===== src/rtl/rho_stage_if.sv =====
// Slice-stream interface around the rho stage: input slice handshake,
// output slice handshake and status.
interface rho_stage_if;
  logic        inValid;
  logic [24:0] sliceIn;
  logic        inReady;
  logic        outValid;
  logic [24:0] sliceOut;
  logic        outAccept;
  logic        outLast;
  logic        busy;

  // Upstream/downstream side (drives slices in, accepts slices out)
  modport master (
    output inValid, sliceIn, outAccept,
    input  inReady, outValid, sliceOut, outLast, busy
  );

  // Rho stage side
  modport slave (
    input  inValid, sliceIn, outAccept,
    output inReady, outValid, sliceOut, outLast, busy
  );
endinterface


===== src/rtl/rho_stage.sv =====
// Keccak rho step on a slice stream. Captures a full 64-slice state into
// 25 lane registers, then replays it slice by slice with each lane rotated
// by its fixed rho offset. Rotation crosses slices, so the whole state is
// held before the first output.
//
// state | meaning
// IDLE  | waiting for slice z=0 of a new state
// LOAD  | capturing slices 1..63
// EMIT  | presenting rotated slices, count advances on outAccept
module rho_stage (
  input  logic         clk,
  input  logic         rst,
  rho_stage_if.slave   bus
);

  localparam int SLICES = 64;
  localparam int WIDTH  = 25;

  // Rho offset per lane, indexed by bit i = 5*y + x
  localparam logic [5:0] ROT [WIDTH] = '{
    6'd0,  6'd1,  6'd62, 6'd28, 6'd27,   // y=0
    6'd36, 6'd44, 6'd6,  6'd55, 6'd20,   // y=1
    6'd3,  6'd10, 6'd43, 6'd25, 6'd39,   // y=2
    6'd41, 6'd45, 6'd15, 6'd21, 6'd8,    // y=3
    6'd18, 6'd2,  6'd61, 6'd56, 6'd14    // y=4
  };

  typedef enum logic [1:0] {
    IDLE = 2'd0,
    LOAD = 2'd1,
    EMIT = 2'd2
  } state_t;

  state_t              r_state;
  state_t              w_state_nxt;
  logic [5:0]          r_cnt;
  logic [5:0]          w_cnt_nxt;
  logic [SLICES-1:0]   r_lane [WIDTH];
  logic                w_wr;
  logic [WIDTH-1:0]    w_rot;

  // State and slice counter registers with synchronous reset
  always_ff @(posedge clk) begin
    if (rst) begin
      r_state <= IDLE;
      r_cnt   <= 6'd0;
    end else begin
      r_state <= w_state_nxt;
      r_cnt   <= w_cnt_nxt;
    end
  end

  // Next-state, counter and handshake outputs
  always_comb begin
    w_state_nxt  = r_state;
    w_cnt_nxt    = r_cnt;
    bus.inReady  = 1'b0;
    bus.outValid = 1'b0;
    bus.busy     = (r_state != IDLE);
    case (r_state)
      IDLE: begin
        bus.inReady = 1'b1;
        if (bus.inValid) begin
          w_cnt_nxt   = 6'd1;
          w_state_nxt = LOAD;
        end
      end
      LOAD: begin
        bus.inReady = 1'b1;
        if (bus.inValid) begin
          w_cnt_nxt = r_cnt + 6'd1;
          if (r_cnt == 6'd63) begin
            w_state_nxt = EMIT;
          end
        end
      end
      EMIT: begin
        bus.outValid = 1'b1;
        if (bus.outAccept) begin
          w_cnt_nxt = r_cnt + 6'd1;
          if (r_cnt == 6'd63) begin
            w_state_nxt = IDLE;
          end
        end
      end
      default: begin
        w_state_nxt = IDLE;
        w_cnt_nxt   = 6'd0;
      end
    endcase
  end

  assign w_wr = bus.inValid && bus.inReady;

  // Lane storage: bit i of an accepted slice lands in lane i at bit z.
  // Contents are don't-care after reset, so no reset branch.
  always_ff @(posedge clk) begin
    if (w_wr) begin
      for (int i = 0; i < WIDTH; i++) begin
        r_lane[i][r_cnt] <= bus.sliceIn[i];
      end
    end
  end

  // Rotated slice for z = count: lane bit (z - offset) mod 64, the 6-bit
  // wrap of the subtraction doing the modulo
  always_comb begin
    w_rot = '0;
    for (int i = 0; i < WIDTH; i++) begin
      w_rot[i] = r_lane[i][6'(r_cnt - ROT[i])];
    end
  end

  assign bus.sliceOut = bus.outValid ? w_rot : '0;
  assign bus.outLast  = bus.outValid && (r_cnt == 6'd63);

endmodule


===== src/flat_wrapper.sv =====
// flat-port wrapper written by rule: the top's interface ports become plain ports
module rho_stage_flat 
  (clk, rst, bus_inValid, bus_sliceIn, bus_outAccept, bus_inReady, bus_outValid, bus_sliceOut, bus_outLast, bus_busy);
  rho_stage_if bus_i ();
  input  logic clk;
  input  logic rst;
  input wire logic [$bits(bus_i.inValid)-1:0] bus_inValid;
  input wire logic [$bits(bus_i.sliceIn)-1:0] bus_sliceIn;
  input wire logic [$bits(bus_i.outAccept)-1:0] bus_outAccept;
  output wire logic [$bits(bus_i.inReady)-1:0] bus_inReady;
  output wire logic [$bits(bus_i.outValid)-1:0] bus_outValid;
  output wire logic [$bits(bus_i.sliceOut)-1:0] bus_sliceOut;
  output wire logic [$bits(bus_i.outLast)-1:0] bus_outLast;
  output wire logic [$bits(bus_i.busy)-1:0] bus_busy;
  assign bus_i.inValid = bus_inValid;
  assign bus_i.sliceIn = bus_sliceIn;
  assign bus_i.outAccept = bus_outAccept;
  assign bus_inReady = bus_i.inReady;
  assign bus_outValid = bus_i.outValid;
  assign bus_sliceOut = bus_i.sliceOut;
  assign bus_outLast = bus_i.outLast;
  assign bus_busy = bus_i.busy;
  rho_stage u_core (.clk(clk), .rst(rst), .bus(bus_i));
endmodule

===== config.mk =====
export PLATFORM = sky130hd
export DESIGN_NAME = rho_stage_flat
export DESIGN_NICKNAME = d
export VERILOG_FILES = /design/src/rtl/rho_stage_if.sv /design/src/rtl/rho_stage.sv /design/src/flat_wrapper.sv
export SDC_FILE = /design/constraint.sdc
export NUM_CORES = 2
export LEC_CHECK = 0
export CAP_MARGIN = 25
export CORE_MARGIN = 2
export CORE_UTILIZATION = 55
export DETAILED_ROUTE_END_ITERATION = 8
export PLACE_DENSITY = 0.71
export SYNTH_ARGS = -nofsm -noshare
export SYNTH_HDL_FRONTEND = slang
export SYNTH_SLANG_ARGS = --single-unit

===== constraint.sdc =====
create_clock -name clk -period 5.49 [get_ports clk]
set_input_delay 1.3725 -clock clk [delete_from_list [all_inputs] [get_ports clk]]
set_output_delay 1.3725 -clock clk [all_outputs]
set_load 0.01 [all_outputs]

==> results.json <==
{
  "outcome": "finished clean",
  "critPathBufInv": 3,
  "core_area_um2": 114000,
  "holdPathStages": 2,
  "fillCellCount": 7413,
  "worst_slew_pin_slew_ns": 1.07,
  "ys_ff_latch": 1608,
  "cp_common_cell": "mux4_2",
  "power_mw": 30.2,
  "maxSlewViolCount": 0,
  "hold_ws_ns": 0.540,
  "routed_via_density": 6.80,
  "peakVddDrop_mv": 0.280,
  "synth_area_leaders": "edfxtp_1 (76%), mux4_2 (15%), mux2i_1 (1.4%), xnor2_1 (0.62%), nand2_1 (0.61%)",
  "hold_viol_final": 0,
  "synth_top_area_cell": "edfxtp_1",
  "drive_above_1_share_pct": 31.8,
  "ys_seq_area_share_pct": 76.3,
  "p_sw_mw": 7.72,
  "cp_slowest_stage_delay_ns": 0.53,
  "final_net_count": 3178,
  "cts_tree": "yes",
  "rsz0062_at_grt": "true",
  "combPwrFrac_pct": 20.1,
  "wl_per_cell_um": 35.6,
  "cp_data_required_time_ns": 4.12,
  "synth_edf_count": 1600,
  "crit_type": "flip-flop to output port",
  "die_h_um": 343,
  "relSlewSlack_pct": 28.7,
  "wl_met2_um": 78900,
  "cts-root-buf": "clkbuf_16",
  "synthCells": 2841,
  "setup.worst_path.start_class": "flip-flop",
  "cts_buffer_depth": 3,
  "routed.top_layer": "met5",
  "initial_core_util_pct": 55.3,
  "row_count": 124,
  "skew_ns": 0.0416,
  "insertion_delay_ns": 0.79,
  "die_w_um": 343,
  "numPortBuffers": 57,
  "syn_to_final_growth_pct": 15.6,
  "p_int_mw": 22.5,
  "grt_max_degree": 81,
  "cts_made_buffers": 152,
  "synthArstFlopShare_pct": 0,
  "gp_congestion": 0.945,
  "ant_nets": 0,
  "avgSynthCellArea_um2": 22.2,
  "grt_usage_pct": 29.0,
  "switching_share_pct": 25.6,
  "ys_types": 62,
  "drc_errors": 0,
  "grt_overflow": 0,
  "syn_area_um2": 63200,
  "grt_pass1_wl_um": 237000,
  "wl_met1_um": 63400,
  "first_pass_iters": 6,
  "worst-path-stages": 8,
  "wirelength_um": 170000,
  "hp-class": "flip-flop to flip-flop",
  "worstRegToRegCells": 9,
  "yosysWarningCount": 0,
  "period_share_pct": 99.9,
  "p_clk_share_pct": 34.6,
  "cts_htree_levels": 4,
  "critPathSlowestCell": "mux4_2",
  "final_cell_mix": "edfxtp_1 (1600), mux4_2 (434), clkbuf_16 (160), buf_4 (139), nand2_1 (102)",
  "postCtsHoldBufs": 0,
  "drt-initial-drc-count": 5167,
  "clock-sinks": 1608,
  "dr_wl_met3_um": 21100,
  "worstPathArrival_ns": 4.11,
  "seqPwrFrac_pct": 45.3,
  "power_density_nw_per_um2": 413,
  "clk_pin_slew_worst_paths_ns": 0.07,
  "ios": 58,
  "setup_viol": 0,
  "grt_pass1_vias": 31822,
  "die_area_um2": 118000,
  "fmax_mhz": 182,
  "dp_hpwl_um": 100000,
  "antenna_found_initial": 7,
  "p_leak_nw": 22.8,
  "path_delay_family": "multiplexers",
  "synth.top_cell.area_share_pct": 76.1,
  "ys.flop_type": "edfxtp_1",
  "max_cap_viol_count": 0,
  "layout_min_cycle_time_ns": 5.48,
  "critical_path_peak_fanout": 24,
  "layout_commonest_cell": "edfxtp_1",
  "vias": 32390,
  "crit_chain": "inv_1 -> ha_4 -> buf_12 -> mux4_2 -> mux4_2 -> mux2i_4 -> o22ai_4 -> clkdlybuf4s50_1",
  "synth_nets": 2893,
  "end_kind": "output port"
}
-- cell families (layout without fill, tap and decap cells) --
| group | after synthesis | count (layout) | synth area share (%) |
|---|---|---|---|
| adder cells (fa/ha/maj) | 23 | 23 | 0.456 |
| XOR/XNOR | 56 | 56 | 0.824 |
| other | 0 | 2 | 0 |
| AO/OA/AOI/OAI | 167 | 167 | 1.83 |
| AND/OR/NAND/NOR | 304 | 304 | 2.14 |
| multiplexers | 528 | 528 | 17.0 |
| flip-flops | 1608 | 1608 | 76.3 |
| buffers and inverters | 155 | 560 | 1.44 |
-- flip-flops by register name (all words and copies together), names as in the netlist --
register        cells
u_core.r_lane    1600
u_core.r_cnt        6
u_core.r_state      2
-- final timing paths --
kind                                       start                         endpoint  slack [ns]
setup reg to reg  u_core.r_state[1]$_SDFFE_PP0P_  u_core.r_lane[0][709]$_DFFE_PP_        2.01
hold reg to reg     u_core.r_cnt[3]$_SDFFE_PP0P_     u_core.r_cnt[3]$_SDFFE_PP0P_        0.54
setup / recovery    u_core.r_cnt[0]$_SDFFE_PP0P_                 bus_sliceOut[12]       0.007
hold / removal      u_core.r_cnt[3]$_SDFFE_PP0P_     u_core.r_cnt[3]$_SDFFE_PP0P_        0.54
-- per-stage QoR --
stage          setup slack, ns  std cells  TNS [ns]  utilization, %  instance area [um^2]
3_5_place_dp             0.227       4444         0            58.6                 66900
4_1_cts               -0.00944       4728   -0.0181            63.1                 72100
5_1_grt                -0.0477       4759   -0.0937            63.9                 73000
3_3_place_gp             0.209       4443         0            58.5                 66900
6_report               0.00665       4760         0            63.9                 73000
2_1_floorplan            0.882       2841         0               -                 63200
-- cell usage after synthesis, drive strengths merged (7+ instances only) --
master and n:
nor3 10, a31oi 10, nor2b 20, a21oi 34
ha 23, mux2i 87, inv 17, a2111oi 11
buf 98, a211oi 7, nand2 102, a22oi 9
nand4 12, xor2 8, clkbuf 40, edfxtp 1600
xnor2 48, nor2 98, nand3 38, dfxtp 8
mux4 434, o22ai 13, o211ai 7, mux2 7
nand2b 7, o21ai 23, a311oi 9
-- layer usage --
metal	up-vias	track usage, %
li1	12570	-
met1	17074	41.9
met2	2364	43.6
met3	370	7.70
met4	12	10.1
met5	-	0
-- power by group through the flow --
stage / combinational [mW] / clock (mW) / sequential [mW]
after floorplan: 3.94 / 0 / 13.9
after global placement: 5.47 / 0 / 13.9
after detailed placement: 5.54 / 0 / 14.0
after CTS: 5.78 / 10.5 / 13.7
after global routing: 6.36 / 11.0 / 13.7
final: 6.07 / 10.4 / 13.7
-- worst min-delay path, stage by stage (launching register included) --
cell     delay (ns)
dfxtp_2        0.35
o21ai_0        0.07
a21oi_1        0.07
-- final cells by class --
| cell class | count | area, um^2 | share of cell area (%) |
|---|---|---|---|
| Antenna cell | 2 | 5.00 | 0.00685 |
| Clock buffer | 188 | 4030 | 5.52 |
| Clock inverter | 86 | 883 | 1.21 |
| Inverter | 17 | 63.8 | 0.0874 |
| Multi-Input combinational cell | 1078 | 14900 | 20.5 |
| Sequential cell | 1608 | 48200 | 66.0 |
| Tap cell | 1512 | 1890 | 2.59 |
| Timing Repair Buffer | 269 | 2990 | 4.09 |
-- timing repair --
item,4_1_cts,5_1_grt
endpoints found under the hold margin,0,0
gates resized for setup,37,61
pin swaps,2,4
gates cloned,1,4
endpoints found under the setup margin,25,24
setup buffers,9,2
(Power assumes the default switching activity.)
